===== src/rtl/alu_op_seq.sv =====
// ALU control decoder with a multi-cycle sequencer for R-type multiply (and divide when
// the ALU_SEQ_DIV_EN macro is defined). Stalls the pipeline while an iteration is in flight.
module alu_op_seq #(
    parameter int DATA_W = 32
) (
    input  logic              clk_i,
    input  logic              rst_i,
    input  logic              valid_i,
    input  logic [1:0]        ALUOp_i,
    input  logic [5:0]        funct_i,
    input  logic [DATA_W-1:0] rs_data_i,
    input  logic [DATA_W-1:0] rt_data_i,
    output logic [2:0]        ALUCtrl_o,
    output logic              illegal_o,
    output logic              stall_o,
    output logic              done_o,
    output logic [DATA_W-1:0] seq_result_o
);

    localparam int CNT_W = $clog2(DATA_W + 1);

    localparam logic [5:0] FUNCT_ADD = 6'b100000;
    localparam logic [5:0] FUNCT_SUB = 6'b100010;
    localparam logic [5:0] FUNCT_AND = 6'b100100;
    localparam logic [5:0] FUNCT_OR  = 6'b100101;
    localparam logic [5:0] FUNCT_SLT = 6'b101010;
    localparam logic [5:0] FUNCT_MUL = 6'b011000;
`ifdef ALU_SEQ_DIV_EN
    localparam logic [5:0] FUNCT_DIV = 6'b011010;
`endif

    typedef enum logic [1:0] {
        ST_IDLE = 2'b00,
        ST_BUSY = 2'b01,
        ST_DONE = 2'b10
    } state_e;

    state_e            state_q, state_d;
    logic [CNT_W-1:0]  cnt_q, cnt_d;
    logic [DATA_W-1:0] op_a_q, op_a_d;
    logic [DATA_W-1:0] op_b_q, op_b_d;
    logic [DATA_W-1:0] acc_q, acc_d;
    logic [DATA_W-1:0] result_q, result_d;
    logic              done_q, done_d;
    logic              seq_op_s;
    logic              is_div_s;

    logic [DATA_W-1:0] mul_acc_s;
    logic [DATA_W-1:0] mul_a_s;
    logic [DATA_W-1:0] mul_b_s;

    // ALU control decode, purely combinational from ALUOp/funct in every state
    always_comb begin
        ALUCtrl_o = 3'b010;
        illegal_o = 1'b0;
        case (ALUOp_i)
            2'b00: ALUCtrl_o = 3'b010;
            2'b01: ALUCtrl_o = 3'b110;
            2'b10: ALUCtrl_o = 3'b001;
            2'b11: begin
                case (funct_i)
                    FUNCT_ADD: ALUCtrl_o = 3'b010;
                    FUNCT_SUB: ALUCtrl_o = 3'b110;
                    FUNCT_AND: ALUCtrl_o = 3'b000;
                    FUNCT_OR:  ALUCtrl_o = 3'b001;
                    FUNCT_SLT: ALUCtrl_o = 3'b111;
                    FUNCT_MUL: ALUCtrl_o = 3'b011;
`ifdef ALU_SEQ_DIV_EN
                    FUNCT_DIV: ALUCtrl_o = 3'b100;
`endif
                    default: begin
                        ALUCtrl_o = 3'b010;
                        illegal_o = 1'b1;
                    end
                endcase
            end
            default: begin
                ALUCtrl_o = 3'b010;
                illegal_o = 1'b0;
            end
        endcase
    end

`ifdef ALU_SEQ_DIV_EN
    assign is_div_s = (funct_i == FUNCT_DIV);
`else
    assign is_div_s = 1'b0;
`endif
    assign seq_op_s = valid_i && (ALUOp_i == 2'b11) && ((funct_i == FUNCT_MUL) || is_div_s);

    // Shift-add multiply step: multiplicand walks left, multiplier walks right
    always_comb begin
        mul_acc_s = acc_q;
        if (op_b_q[0]) begin
            mul_acc_s = acc_q + op_a_q;
        end else begin
            mul_acc_s = acc_q;
        end
        mul_a_s = {op_a_q[DATA_W-2:0], 1'b0};
        mul_b_s = {1'b0, op_b_q[DATA_W-1:1]};
    end

`ifdef ALU_SEQ_DIV_EN
    logic              div_mode_q, div_mode_d;
    logic [DATA_W:0]   rem_shift_s;
    logic [DATA_W-1:0] rem_sub_s;
    logic              rem_ge_s;
    logic [DATA_W-1:0] div_acc_s;
    logic [DATA_W-1:0] div_a_s;

    // Restoring divide step: dividend bits shift out of op_a into the remainder,
    // quotient bits shift in behind them. A zero divisor yields all ones naturally.
    always_comb begin
        rem_shift_s = {acc_q, op_a_q[DATA_W-1]};
        rem_sub_s   = rem_shift_s[DATA_W-1:0] - op_b_q;
        rem_ge_s    = (rem_shift_s >= {1'b0, op_b_q});
        if (rem_ge_s) begin
            div_acc_s = rem_sub_s;
        end else begin
            div_acc_s = rem_shift_s[DATA_W-1:0];
        end
        div_a_s = {op_a_q[DATA_W-2:0], rem_ge_s};
    end
`endif

    // Sequencer next-state and datapath update
    always_comb begin
        state_d  = state_q;
        cnt_d    = cnt_q;
        op_a_d   = op_a_q;
        op_b_d   = op_b_q;
        acc_d    = acc_q;
        result_d = result_q;
        done_d   = 1'b0;
`ifdef ALU_SEQ_DIV_EN
        div_mode_d = div_mode_q;
`endif
        case (state_q)
            ST_IDLE, ST_DONE: begin
                if (seq_op_s) begin
                    state_d = ST_BUSY;
                    cnt_d   = CNT_W'(DATA_W);
                    op_a_d  = rs_data_i;
                    op_b_d  = rt_data_i;
                    acc_d   = {DATA_W{1'b0}};
`ifdef ALU_SEQ_DIV_EN
                    div_mode_d = is_div_s;
`endif
                end else begin
                    state_d = ST_IDLE;
                end
            end
            ST_BUSY: begin
                cnt_d = cnt_q - CNT_W'(1);
`ifdef ALU_SEQ_DIV_EN
                if (div_mode_q) begin
                    acc_d  = div_acc_s;
                    op_a_d = div_a_s;
                end else begin
                    acc_d  = mul_acc_s;
                    op_a_d = mul_a_s;
                    op_b_d = mul_b_s;
                end
`else
                acc_d  = mul_acc_s;
                op_a_d = mul_a_s;
                op_b_d = mul_b_s;
`endif
                // Last iteration: publish the result so it is valid during DONE
                if (cnt_q == CNT_W'(1)) begin
                    state_d = ST_DONE;
                    done_d  = 1'b1;
`ifdef ALU_SEQ_DIV_EN
                    if (div_mode_q) begin
                        result_d = div_a_s;
                    end else begin
                        result_d = mul_acc_s;
                    end
`else
                    result_d = mul_acc_s;
`endif
                end else begin
                    state_d = ST_BUSY;
                end
            end
            default: begin
                state_d = ST_IDLE;
            end
        endcase
    end

    // State and datapath registers with synchronous active-low reset
    always_ff @(posedge clk_i) begin
        if (!rst_i) begin
            state_q  <= ST_IDLE;
            cnt_q    <= {CNT_W{1'b0}};
            op_a_q   <= {DATA_W{1'b0}};
            op_b_q   <= {DATA_W{1'b0}};
            acc_q    <= {DATA_W{1'b0}};
            result_q <= {DATA_W{1'b0}};
            done_q   <= 1'b0;
`ifdef ALU_SEQ_DIV_EN
            div_mode_q <= 1'b0;
`endif
        end else begin
            state_q  <= state_d;
            cnt_q    <= cnt_d;
            op_a_q   <= op_a_d;
            op_b_q   <= op_b_d;
            acc_q    <= acc_d;
            result_q <= result_d;
            done_q   <= done_d;
`ifdef ALU_SEQ_DIV_EN
            div_mode_q <= div_mode_d;
`endif
        end
    end

    assign stall_o      = (((state_q == ST_IDLE) || (state_q == ST_DONE)) && seq_op_s)
                          || (state_q == ST_BUSY);
    assign done_o       = done_q;
    assign seq_result_o = result_q;

endmodule

===== config.mk =====
export PLATFORM = sky130hd
export DESIGN_NAME = alu_op_seq
export DESIGN_NICKNAME = d
export VERILOG_FILES = /design/src/rtl/alu_op_seq.sv
export SDC_FILE = /design/constraint.sdc
export NUM_CORES = 1
export LEC_CHECK = 0
export BUFFER_PORTS_ARGS = -buffer_cell sky130_fd_sc_hd__buf_2
export CAP_MARGIN = 5
export CORE_ASPECT_RATIO = 0.7
export CORE_MARGIN = 2
export CORE_UTILIZATION = 55
export CTS_BUF_LIST = sky130_fd_sc_hd__clkbuf_2 sky130_fd_sc_hd__clkbuf_4 sky130_fd_sc_hd__clkbuf_8
export CTS_CLUSTER_DIAMETER = 40
export DETAILED_ROUTE_END_ITERATION = 10
export GPL_TIMING_DRIVEN = 0
export PLACE_DENSITY = 0.78
export SLEW_MARGIN = 25
export SYNTH_ARGS = -nofsm -noshare
export SYNTH_HDL_FRONTEND = slang
export SYNTH_SLANG_ARGS = --single-unit

===== constraint.sdc =====
create_clock -name clk_i -period 3 [get_ports clk_i]
set_input_delay 0.15 -clock clk_i [delete_from_list [all_inputs] [get_ports clk_i]]
set_output_delay 0.15 -clock clk_i [all_outputs]
set_load 0.005 [all_outputs]

==> results of run 1 <==
sequential cells by signal (all words and copies together), names as in the netlist:
signal	count
cnt_q	6
op_b_q	32
done_o	1
op_a_q	32
seq_result_o	32
state_q	2
acc_q	32
logic make-up after synthesis:
kind of cell / synth area share
compound gates: 0.283
simple gates: 0.166
flops: 0.388
buf+inv: 0.0437
fa+ha+maj: 0.0613
xor+xnor: 0.0397
mux: 0.0186
where the power goes:
| part | switching (uW) | total, uW | internal [uW] |
|---|---|---|---|
| Combinational | 85.9 | 189 | 103 |
| Sequential | 1.21 | 1820 | 1820 |
| Clock | 811 | 1650 | 839 |
| Total | 898 | 3660 | 2760 |
layout by cell type (no fill, tap or decap), types with 4 or more instances in the layout:
| cell type | instances |
|---|---|
| sky130_fd_sc_hd__a211oi_1 | 17 |
| sky130_fd_sc_hd__a21o_1 | 20 |
| sky130_fd_sc_hd__a21oi_1 | 111 |
| sky130_fd_sc_hd__a21oi_2 | 5 |
| sky130_fd_sc_hd__a22oi_1 | 54 |
| sky130_fd_sc_hd__a311oi_1 | 13 |
| sky130_fd_sc_hd__a31oi_1 | 20 |
| sky130_fd_sc_hd__and3_1 | 4 |
| sky130_fd_sc_hd__buf_1 | 7 |
| sky130_fd_sc_hd__buf_2 | 112 |
| sky130_fd_sc_hd__buf_4 | 6 |
| sky130_fd_sc_hd__clkbuf_1 | 46 |
| sky130_fd_sc_hd__clkbuf_8 | 18 |
| sky130_fd_sc_hd__dfxtp_1 | 137 |
| sky130_fd_sc_hd__dlygate4sd3_1 | 64 |
| sky130_fd_sc_hd__ha_1 | 32 |
| sky130_fd_sc_hd__inv_1 | 9 |
| sky130_fd_sc_hd__inv_6 | 6 |
| sky130_fd_sc_hd__mux2i_1 | 12 |
| sky130_fd_sc_hd__nand2_1 | 123 |
| sky130_fd_sc_hd__nand3_1 | 19 |
| sky130_fd_sc_hd__nand4_1 | 4 |
| sky130_fd_sc_hd__nor2_1 | 107 |
| sky130_fd_sc_hd__nor2b_1 | 4 |
| sky130_fd_sc_hd__o211ai_1 | 4 |
| sky130_fd_sc_hd__o21a_1 | 5 |
| sky130_fd_sc_hd__o21ai_0 | 28 |
| sky130_fd_sc_hd__o21ai_2 | 4 |
| sky130_fd_sc_hd__o21bai_1 | 4 |
| sky130_fd_sc_hd__xnor2_1 | 22 |
| sky130_fd_sc_hd__xor2_1 | 9 |
critical path, cell delays in order, from the launching register on:
cell and delay, ns:
sky130_fd_sc_hd__dfxtp_1 0.34, sky130_fd_sc_hd__ha_2 0.21, sky130_fd_sc_hd__fa_2 0.40, sky130_fd_sc_hd__a21oi_4 0.18
sky130_fd_sc_hd__o21ai_2 0.07, sky130_fd_sc_hd__a21oi_2 0.17, sky130_fd_sc_hd__o21ai_2 0.12, sky130_fd_sc_hd__a41o_2 0.33
sky130_fd_sc_hd__a31oi_4 0.19, sky130_fd_sc_hd__o31a_4 0.21, sky130_fd_sc_hd__xor2_2 0.16, sky130_fd_sc_hd__nor2_1 0.06
sky130_fd_sc_hd__a211o_1 0.25, sky130_fd_sc_hd__o211a_1 0.13
layout make-up:
type / count / area share
Clock inverter: 15 / 0.0211
Inverter: 10 / 0.00419
Clock buffer: 17 / 0.0261
Timing Repair Buffer: 178 / 0.136
Sequential cell: 137 / 0.306
Multi-Input combinational cell: 669 / 0.454
Tap cell: 162 / 0.0226
Buffer: 62 / 0.0303
stage by stage:
| stage | std cells | util | area (um^2) |
|---|---|---|---|
| 6_report | 1250 | 0.719 | 8960 |
| 5_1_grt | 1250 | 0.719 | 8960 |
| 4_1_cts | 1247 | 0.714 | 8900 |
| 3_5_place_dp | 1151 | 0.628 | 7830 |
| 3_3_place_gp | 1151 | 0.628 | 7830 |
| 2_1_floorplan | 878 | - | 7070 |
worst max-delay path by stage:
stage                      startpoint                             to  slack, ns  depth (start not counted)
6_report       op_a_q[0]$_SDFFE_PN0P_  seq_result_o[26]$_SDFFE_PN0P_       0.08                         13
4_1_cts        op_a_q[0]$_SDFFE_PN0P_  seq_result_o[26]$_SDFFE_PN0P_     -0.004                         13
5_1_grt         acc_q[0]$_SDFFE_PN0P_         acc_q[16]$_SDFFE_PN0P_      -0.04                         13
3_3_place_gp   op_a_q[0]$_SDFFE_PN0P_  seq_result_o[26]$_SDFFE_PN0P_      -0.05                         13
3_5_place_dp   op_a_q[0]$_SDFFE_PN0P_  seq_result_o[26]$_SDFFE_PN0P_      -0.06                         13
2_1_floorplan  op_a_q[0]$_SDFFE_PN0P_  seq_result_o[26]$_SDFFE_PN0P_       0.26                         13
timing repair:
action / CTS / global route
endpoints found under the hold margin: 65 / 0
hold buffers: 63 / 0
gates resized for setup: 3 / 8
pin swaps: 1 / 8
buffers inserted: 1 / 3
setup endpoints to repair: 3 / 12
layer usage:
layer  vias to the layer above  global-route usage  part of all wire
met2                       363               0.491              0.44
met1                      3491               0.439              0.45
met4                         0              0.0901             0.020
li1                       3556                   -                 -
met3                        41              0.0719             0.090
met5                         -                   0                 0
==> results.md, run 1 <==
- The post-place setup slack is -0.0586 ns.
- After synthesis, the share of flip-flops with an asynchronous set or reset is 0.
- Counting every net in the synthesized netlist gives 987.
- Based on the critical path, the design can be clocked at up to 342 MHz.
- The TritonCTS clock tree is yes.
- The worst hold margin is 0.0153 ns.
- For the pin with the worst max-slew slack, the measured transition is 0.945 ns.
- Total power for the finished layout comes to 3660 uW.
- The die outline area is 13,800 um^2.
- In this run, the number of DRC markers left after iteration 0 of detailed routing was 681.
- The die is 98.8 um tall.
- The first global-routing pass estimated 34,700 um of wire.
- The worst setup path is launched from a register.
- The pin count of the biggest net entering global routing is 17.
- The final hold violation count is 0.
- Across all layers, the routed design uses 7,451 vias.
- The total overflow left after global routing is 0.
- The TritonCTS buffer count is 17.
- In this run the standard cell core region covers 12,500 um^2.
- The biggest area consumer among synthesized cells is sky130_fd_sc_hd__dfxtp_1.
- Power spread over the standard cell area amounts to 408 nW/um^2.
- The mean area per synthesized cell is 8.05 um^2.
- Of the post-synthesis cell area, the dominant cell type holds 0.388.
- The fraction of layout instances using a drive strength above 1 is 0.170.
- The tool flagged a number of max-cap violations equal to 0.
- For the worst setup path, the data required time is 3.36 ns.
- The net count of the finished layout is 1,184.
- The clock input transition at the sequential cells of the worst setup and hold paths is 0.09 ns.
- The end of the worst register-to-register path is seq_result_o[26]$_SDFFE_PN0P_.
- For this configuration, the core starts out at a cell density of 0.567.
- The average routed wire per standard cell is 17.5 um.
- The largest fanout on the critical path is 4.
- The signal arrival time at the worst endpoint is 3.28 ns.
- The worst hold path terminates at op_a_q[4]$_SDFFE_PN0P_.
- Counting flops with a built-in enable in the synthesized netlist gives 0.
- The worst path meets setup with 0.0770 ns of slack.
- After detailed routing, the total wire length is 21,900 um.
- Setup repair after global routing could not meet its margin everywhere.
- The top flip-flop cell by instance count after synthesis is sky130_fd_sc_hd__dfxtp_1.
- The count of nets left with antenna violations once routing finished came out at 0.
- The number of I/O pins is 113.
- The H-tree was split into 4 levels.
- The HPWL after detailed placement is 14,900 um.
- The initial antenna violation count is 0.
- The leakage power is 0.00364 uW.
- In the post-synthesis netlist, the biggest area contributors are sky130_fd_sc_hd__dfxtp_1, sky130_fd_sc_hd__a21oi_1, sky130_fd_sc_hd__nand2_1.
- The via count of the first global-routing pass is 6,927.
- The post-route clock period utilization is 0.974.
- The netlist area before placement is 7070 um^2.
- The post-synthesis sequential area ratio is 0.388.
- The clock arrives with 0.0153 ns of skew.
- After routing, the total negative slack on setup checks comes to 0 ns.
- The path type of the worst min-delay path is in2reg.
- The setup-violating endpoint count in the final report is 0.
- The synthesized netlist contains 63 unique library cells.
- The number of cells traversed by the worst hold path is 3.
- The cell sitting at the root of the clock tree is a sky130_fd_sc_hd__clkbuf_8.
- The total of flip-flops plus latches after synthesis is 137.
- The worst setup path is captured at a register.
- The number of port buffers is 111.
- The tree built by TritonCTS fans out to 137 sinks.
- In the global route stage, overall resource usage came out at 0.314.
- The number of diodes is 0.
- The worst hold path begins at rs_data_i[4].
- In this run the core area contains 34 standard-cell rows.
- The horizontal die dimension is 139 um.
- The via count normalized by instance count is 5.96.
- The highest ir drop seen on vdd is 0.345 mV.
- The clock passes through at most 2 buffers.
- The smallest clock period supported by the final layout is computed as 2.92 ns.
- The count of warnings emitted by yosys is 0.
- Among all cell types in the netlist, the one instantiated most often is sky130_fd_sc_hd__dfxtp_1.
- The critical path is of the reg2reg type.
- For this run, design rule violations remaining after detail routing come to 0.
- After filler insertion, the fill cell instance count of the layout stands at 996.
- Summing all flip-flop and latch instances after layout gives 2740 um^2.
- The number of cells on the worst reg-to-reg path is 13.
- For this run, the detailed router's first-pass iteration total came to 5.
- For flop-to-flop paths, the worst setup slack is 0.08 ns.
- The max-slew violation total from the final report came to 0.
- In the final layout, the multi-input gates occupy 4070 um^2.
- The placer's final routability congestion estimate is 0.973.
- The worst reg2reg path startpoint is op_a_q[0]$_SDFFE_PN0P_.
- The clock network latency to the later pin of the worst-skew pair is 0.46 ns.
- Synthesis produced 878 cells.
- The relative area change from synthesis to final layout is 26.8%.
- The run finished with clean final reports.
- In the synthesized netlist, the cells that appear most often are sky130_fd_sc_hd__dfxtp_1, sky130_fd_sc_hd__nand2_1, sky130_fd_sc_hd__a21oi_1.
- The headroom to the max-slew limit is 0.370.
(Power assumes the default switching activity.)
==> run 2: changes to the inputs <==
Settings changed: REMOVE_ABC_BUFFERS set to 1.
==> results.md, run 2 (synthesis results as in run 1) <==
- The highest ir drop seen on vdd is 0.438 mV (+27%).
- The TritonCTS clock tree is yes.
- The overall power of the completed layout is 3540 uW (-3.3%).
- The detailed-route wire length is 18,600 um (-15%).
- The total of max-cap violations is 0 (unchanged).
- The max-slew violation total from the final report is 0 (unchanged).
- The average routed wire per standard cell is 15.6 um (-11%).
- The largest clock skew in the final design is 0.0119 ns (-0.00342 ns).
- The maximum level of the CTS H-tree came to 4 (unchanged).
- In this run the worst hold path is classified as in2reg.
- The number of I/O pins is 113 (unchanged).
- The footprint of the multi-input gates was 4100 um^2 (+0.74%).
- The via count of the first global-routing pass is 6,298 (-9.1%).
- The worst stage delay on the critical path is 0.37 ns (-0.03 ns).
- In the layout the commonest cells are sky130_fd_sc_hd__dfxtp_1, sky130_fd_sc_hd__nand2_1, sky130_fd_sc_hd__a21oi_1.
- The final layout net count came to 1,126 (-4.9%).
- The die outline area is 13,800 um^2 (unchanged).
- The number of instances in the placed design is 1,099 (-4.5%).
- The number of standard cells in the final layout excluding fillers is 1,192 (-4.6%).
- The initial standard-cell utilization of the core is 0.567 (unchanged).
- The largest delay contributor family on the critical path is compound AO/OA/AOI/OAI gates.
- The headroom to the max-slew limit came to 0.370 (about the same).
- The overall track demand over capacity in global routing came to 0.269 (-0.0459).
- The clock network latency to the later pin of the worst-skew pair came to 0.45 ns (about the same).
- The number of diodes was 0 (unchanged).
- The pin count of the biggest net entering global routing was 84 (+67).
- The setup-violating endpoint count in the final report was 0 (unchanged).
- STA classifies the critical path startpoint as a register.
- The number of port buffers is 112 (+0.90%).
- The post-route clock period utilization is 0.960 (-0.0142).
- The tree is rooted in a sky130_fd_sc_hd__clkbuf_8.
- The upper clock frequency limit was 347 MHz (+1.5%).
- The detailed-route via count was 6,892 (-7.5%).
- The TritonCTS buffer count came to 17 (unchanged).
- The horizontal die dimension is 139 um (unchanged).
- The required time at the worst-slack endpoint is 3.35 ns (about the same).
- The final hold violation count was 0 (unchanged).
- The number of remaining DRC errors came to 0 (unchanged).
- The slew at the pin closest to its max-slew limit is 0.942 ns (-0.00282 ns).
- The area of the core region was 12,500 um^2 (unchanged).
- The leakage power is 0.00362 uW (-0.59%).
- The via count normalized by instance count was 5.78 (-3.0%).
- The relative area change from synthesis to final layout is 26.0%.
- The time the final worst path needs with I/O delays and setup is 2.88 ns (-0.0426 ns).
- The die span in y came to 98.8 um (unchanged).
- The placer's final routability congestion estimate came to 0.876 (-10%).
- The critical path goes through ha_1, fa_2, a21oi_2, o21ai_2, a21oi_2, o21ai_2, a41o_2, a31oi_4, o31a_4, xor2_2, nor2_1, a211o_1, o211a_1.
- The signal arrival time at the worst endpoint is 3.23 ns (-0.05 ns).
- The initial antenna violation count is 0 (unchanged).
- The DRC violation total after the first TritonRoute iteration is 542 (-20%).
- The cell area power density is 397 nW/um^2 (-2.8%).
- The slowest stage of the critical path belongs to the cell sky130_fd_sc_hd__fa_2.
- The count of antenna-violating nets left after detailed routing is 0 (unchanged).
- The number of rows created at floorplan is 34 (unchanged).
- The largest fanout on the critical path was 4 (unchanged).
- The flow ran to the end, and the final reports show no timing, DRC or antenna violations.
- The startpoint-to-endpoint class of the critical path is reg2reg.
- The number of buffers between clock root and the deepest sink is 2 (unchanged).
- The fraction of layout instances using a drive strength above 1 is 0.184 (+0.0144).
- The sum of buffers and inverters on the critical path was 0 (unchanged).
- The kind of capture point of the worst setup path is a register.
- The first-pass GRT wire length is 30,600 um (-12%).
- The clock input transition at the sequential cells of the worst setup and hold paths was 0.08 ns (about the same).
- The number of iterations in the first detailed-routing pass was 6 (+1).
- The number of clock sinks came to 137 (unchanged).
- The HPWL after detailed placement is 11,800 um (-21%).
- The total overflow reported by the global router came to 0 (unchanged).
- Leaving out fill and tap cells, the most frequent cell in the layout is sky130_fd_sc_hd__dfxtp_1.
- The fill cell instance count of the final layout was 967 (-2.9%).
- Setup repair after global routing could not meet its margin everywhere.
- The area occupied by registers is 2740 um^2 (about the same).
## run 2: changes by cell type in the layout (fill, tap and decap cells not counted), sizes merged, moves of 2 or more
cell,change
buf,-4
clkinvlp,+2
dlygate4sd3,-4
clkbuf,-48
inv,-4
## run 2: power breakdown
part / internal [uW] / switching [uW] / leakage [uW]
Sequential: 1820 / 1.85 / 0.00110
Clock: 776 / 765 / 0.000196
Combinational: 101 / 75.2 / 0.00232
## run 2: area by class of cell
cell class	instances	share of cell area
clock inverters	13	0.0163
inverters	10	0.00520
repair buffers	182	0.159
clock buffers	19	0.0287
multi-input cells	669	0.460
flip-flops and latches	137	0.308
well taps	162	0.0228
## run 2: worst paths after layout
kind / from / to / slack, ns / cells past startpoint
hold / removal: rs_data_i[1] / op_a_q[1]$_SDFFE_PN0P_ / 0.02 / 3
setup / recovery: op_a_q[0]$_SDFFE_PN0P_ / seq_result_o[26]$_SDFFE_PN0P_ / 0.12 / 13
hold reg to reg: seq_result_o[17]$_SDFFE_PN0P_ / seq_result_o[17]$_SDFFE_PN0P_ / 0.45 / 2
setup reg to reg: op_a_q[0]$_SDFFE_PN0P_ / seq_result_o[26]$_SDFFE_PN0P_ / 0.12 / 13
## run 2: worst register-to-register path, delay by kind of cell (launching register included)
family	cells	cell delay (ns)
xor+xnor	1	0.17
compound gates	9	1.61
fa+ha+maj	2	0.60
flops	1	0.34
simple gates	1	0.05
## run 2: metrics by stage
stage,worst slack [ns],area [um^2],util,setup TNS (ns),hold WS [ns]
floorplan,-2.03,6800,-,-129.52,0.272
global placement,-5.87,7560,0.607,-464.10,0.405
detailed placement,-0.0430,7840,0.629,-0.0430,0.423
CTS,0.000497,8850,0.710,0,0.00410
global route,-0.00744,8910,0.715,-0.0101,0.0160
finish,0.120,8910,0.715,0,0.0219
## run 2: repair_timing
item | in CTS | in global routing
endpoints found under the setup margin | 3 | 12
setup buffers | 1 | 0
endpoints found under the hold margin | 60 | 0
hold buffers | 60 | 0
resized for setup | 0 | 10
pin swaps | 1 | 2
## run 2: metal layers
metal	share of wire	vias to the layer above	GRT usage
met3	0.067	26	0.0559
met1	0.48	3178	0.380
met2	0.44	257	0.414
met5	0	-	0
met4	0.013	0	0.0808
li1	-	3431	-
==> run 3: changes to the inputs <==
Settings changed: CORE_MARGIN 2 to unset, CTS_CLUSTER_SIZE set to 25.
==> results.md, run 3 (synthesis results as in run 1) <==
- The upper clock frequency limit is 344 MHz (-0.90%).
- The maximum level of the CTS H-tree is 4 (unchanged).
- The flow ran to the end, and the final reports show no timing, DRC or antenna violations.
- The required time at the worst-slack endpoint was 3.35 ns (about the same).
- The number of clock sinks is 137 (unchanged).
- The final total negative setup slack is 0 ns (unchanged).
- The leakage power is 0.00364 uW (+0.48%).
- The worst setup path is captured at a register.
- The internal power is 2850 uW (+5.6%).
- The part of the power in the clock network was 0.468 (+0.032).
- The time the final worst path needs with I/O delays and setup is 2.91 ns (+0.0262 ns).
- Leaving out fill and tap cells, the most frequent cell in the layout is sky130_fd_sc_hd__dfxtp_1.
- Setup repair after global routing left no endpoint under its margin.
- The cell area power density is 418 nW/um^2 (+5.4%).
- The via count of the first global-routing pass was 6,339 (+0.65%).
- In this run the worst hold path is classified as in2reg.
- The signal arrival time at the worst endpoint is 3.26 ns (+0.03 ns).
- The worst hold margin came to 0.0159 ns (-0.00595 ns).
- The number of port buffers was 112 (unchanged).
- The placement-stage cell area is 7800 um^2 (-0.51%).
- The final hold violation count is 0 (unchanged).
- In the layout the commonest cells are sky130_fd_sc_hd__dfxtp_1, sky130_fd_sc_hd__nand2_1, sky130_fd_sc_hd__a21oi_1.
- The pin count of the biggest net entering global routing is 66 (-21%).
- The HPWL after detailed placement is 11,600 um (-1.2%).
- The clock input transition at the sequential cells of the worst setup and hold paths is 0.09 ns (about the same).
- The flop-to-flop setup slack was 0.09 ns (-0.03 ns).
- The via count normalized by instance count was 5.77 (-0.22%).
- The setup-violating endpoint count in the final report is 0 (unchanged).
- The overall track demand over capacity in global routing is 0.281 (+0.0128).
- The headroom to the max-slew limit is 0.445 (+0.0753).
- The die outline area is 13,300 um^2 (-3.4%).
- The initial antenna violation count is 0 (unchanged).
- The number of remaining DRC errors is 0 (unchanged).
- The DRC violation total after the first TritonRoute iteration is 493 (-9.0%).
- The fill cell instance count of the final layout is 945 (-2.3%).
- The number of iterations in the first detailed-routing pass is 6 (unchanged).
- The clock network latency to the later pin of the worst-skew pair was 0.45 ns (about the same).
- The average routed wire per standard cell was 15.4 um (-0.98%).
- The area of the core region came to 12,500 um^2 (unchanged).
- The max-slew violation total from the final report is 0 (unchanged).
- The final cell area excluding filler cells is 8950 um^2 (+0.45%).
- The worst setup path is launched from a register.
- The initial standard-cell utilization of the core is 0.567 (unchanged).
- The die span in y came to 96.8 um (-2.0%).
- The TritonCTS buffer count came to 17 (unchanged).
- TritonCTS built the clock tree.
- The total of max-cap violations is 0 (unchanged).
- The number of instances in the placed design is 1,099 (unchanged).
- The number of I/O pins is 113 (unchanged).
- The net switching share of the total power is 0.240 (+0.00173).
- The placer's final routability congestion estimate is 0.927 (+5.8%).
- The number of rows created at floorplan is 34 (unchanged).
- The largest fanout on the critical path was 4 (unchanged).
- The detailed-route via count is 6,894 (+0.029%).
- From synthesis to final layout, the design area changed by 26.6%.
- The post-route clock period utilization is 0.969 (+0.00873).
- The tree is rooted in a sky130_fd_sc_hd__clkbuf_8.
- The horizontal die dimension is 137 um (-1.4%).
- The fraction of layout instances using a drive strength above 1 is 0.190 (+0.00527).
- The count of antenna-violating nets left after detailed routing came to 0 (unchanged).
- The number of standard cells in the final layout excluding fillers is 1,195 (+0.25%).
- The share of power burned in combinational logic is 0.046 (-0.004).
- The detailed-route wire length is 18,400 um (-0.73%).
- The number of diodes is 0 (unchanged).
- The highest ir drop seen on vdd is 0.280 mV (-36%).
- The slew at the pin closest to its max-slew limit came to 0.832 ns (-0.110 ns).
- The final layout net count came to 1,129 (+0.27%).
- The largest clock skew in the final design came to 0.0111 ns (-0.000859 ns).
- The power share of the sequential group is 0.486 (-0.029).
- The startpoint-to-endpoint class of the critical path is reg2reg.
- The total overflow reported by the global router was 0 (unchanged).
- The net load switching power is 898 uW (+6.6%).
- The first-pass GRT wire length is 30,100 um (-1.8%).
- The number of buffers between clock root and the deepest sink is 2 (unchanged).
## run 3: critical path, cell delays in order (launching register included)
cell and delay (ns):
sky130_fd_sc_hd__dfxtp_2 0.35, sky130_fd_sc_hd__ha_4 0.17, sky130_fd_sc_hd__fa_2 0.41, sky130_fd_sc_hd__a21oi_2 0.18
sky130_fd_sc_hd__o21ai_2 0.07, sky130_fd_sc_hd__a21oi_2 0.17, sky130_fd_sc_hd__o21ai_2 0.11, sky130_fd_sc_hd__a41o_2 0.33
sky130_fd_sc_hd__a31oi_4 0.24, sky130_fd_sc_hd__o31a_4 0.21, sky130_fd_sc_hd__xor2_2 0.17, sky130_fd_sc_hd__nor2_1 0.05
sky130_fd_sc_hd__a211o_1 0.23, sky130_fd_sc_hd__o211a_1 0.12
## run 3: path summary, 6_finish.rpt
check / end / depth (start not counted) / from
worst max-delay path: seq_result_o[26]$_SDFFE_PN0P_ / 13 / op_a_q[0]$_SDFFE_PN0P_
worst min-delay path: op_a_q[4]$_SDFFE_PN0P_ / 3 / rs_data_i[4]
worst max register to register: seq_result_o[26]$_SDFFE_PN0P_ / 13 / op_a_q[0]$_SDFFE_PN0P_
worst min register to register: seq_result_o[17]$_SDFFE_PN0P_ / 2 / seq_result_o[17]$_SDFFE_PN0P_
## run 3: routing by layer
layer / GRT usage / share of wire
met3: 0.0540 / 0.063
met5: 0 / 0
met1: 0.392 / 0.47
met2: 0.437 / 0.45
met4: 0.0845 / 0.013
## run 3: area by class of cell
type,instances,area [um^2],share of cell area
well taps,162,203,0.0227
repair buffers,185,1400,0.156
flip-flops and latches,137,2750,0.307
clock buffers,17,234,0.0261
inverters,10,46.3,0.00517
clock inverters,15,216,0.0242
multi-input cells,669,4100,0.459
## run 3: metrics by stage
stage / total power (uW) / setup slack (ns) / util
4_1_cts: 3740 / 0.00910 / 0.712
3_5_place_dp: 1970 / -0.0355 / 0.626
3_3_place_gp: 1970 / -5.93 / 0.607
5_1_grt: 3850 / 0.00153 / 0.718
6_report: 3740 / 0.0933 / 0.718
2_1_floorplan: 1900 / -2.03 / -
## run 3: power by group through the flow
| stage | Combinational [uW] | Clock (uW) | Sequential (uW) |
|---|---|---|---|
| floorplan | 34.0 | 0 | 1860 |
| global placement | 102 | 0 | 1860 |
| detailed placement | 110 | 0 | 1860 |
| CTS | 169 | 1750 | 1820 |
| global route | 189 | 1850 | 1820 |
| finish | 174 | 1750 | 1820 |
## run 3: what timing repair did
| action | 4_1_cts | 5_1_grt |
|---|---|---|
| pin swaps | 1 | 7 |
| hold buffers | 60 | 0 |
| setup endpoints to repair | 3 | 15 |
| gates resized for setup | 1 | 13 |
| hold endpoints to repair | 60 | 0 |
| setup buffers | 1 | 3 |
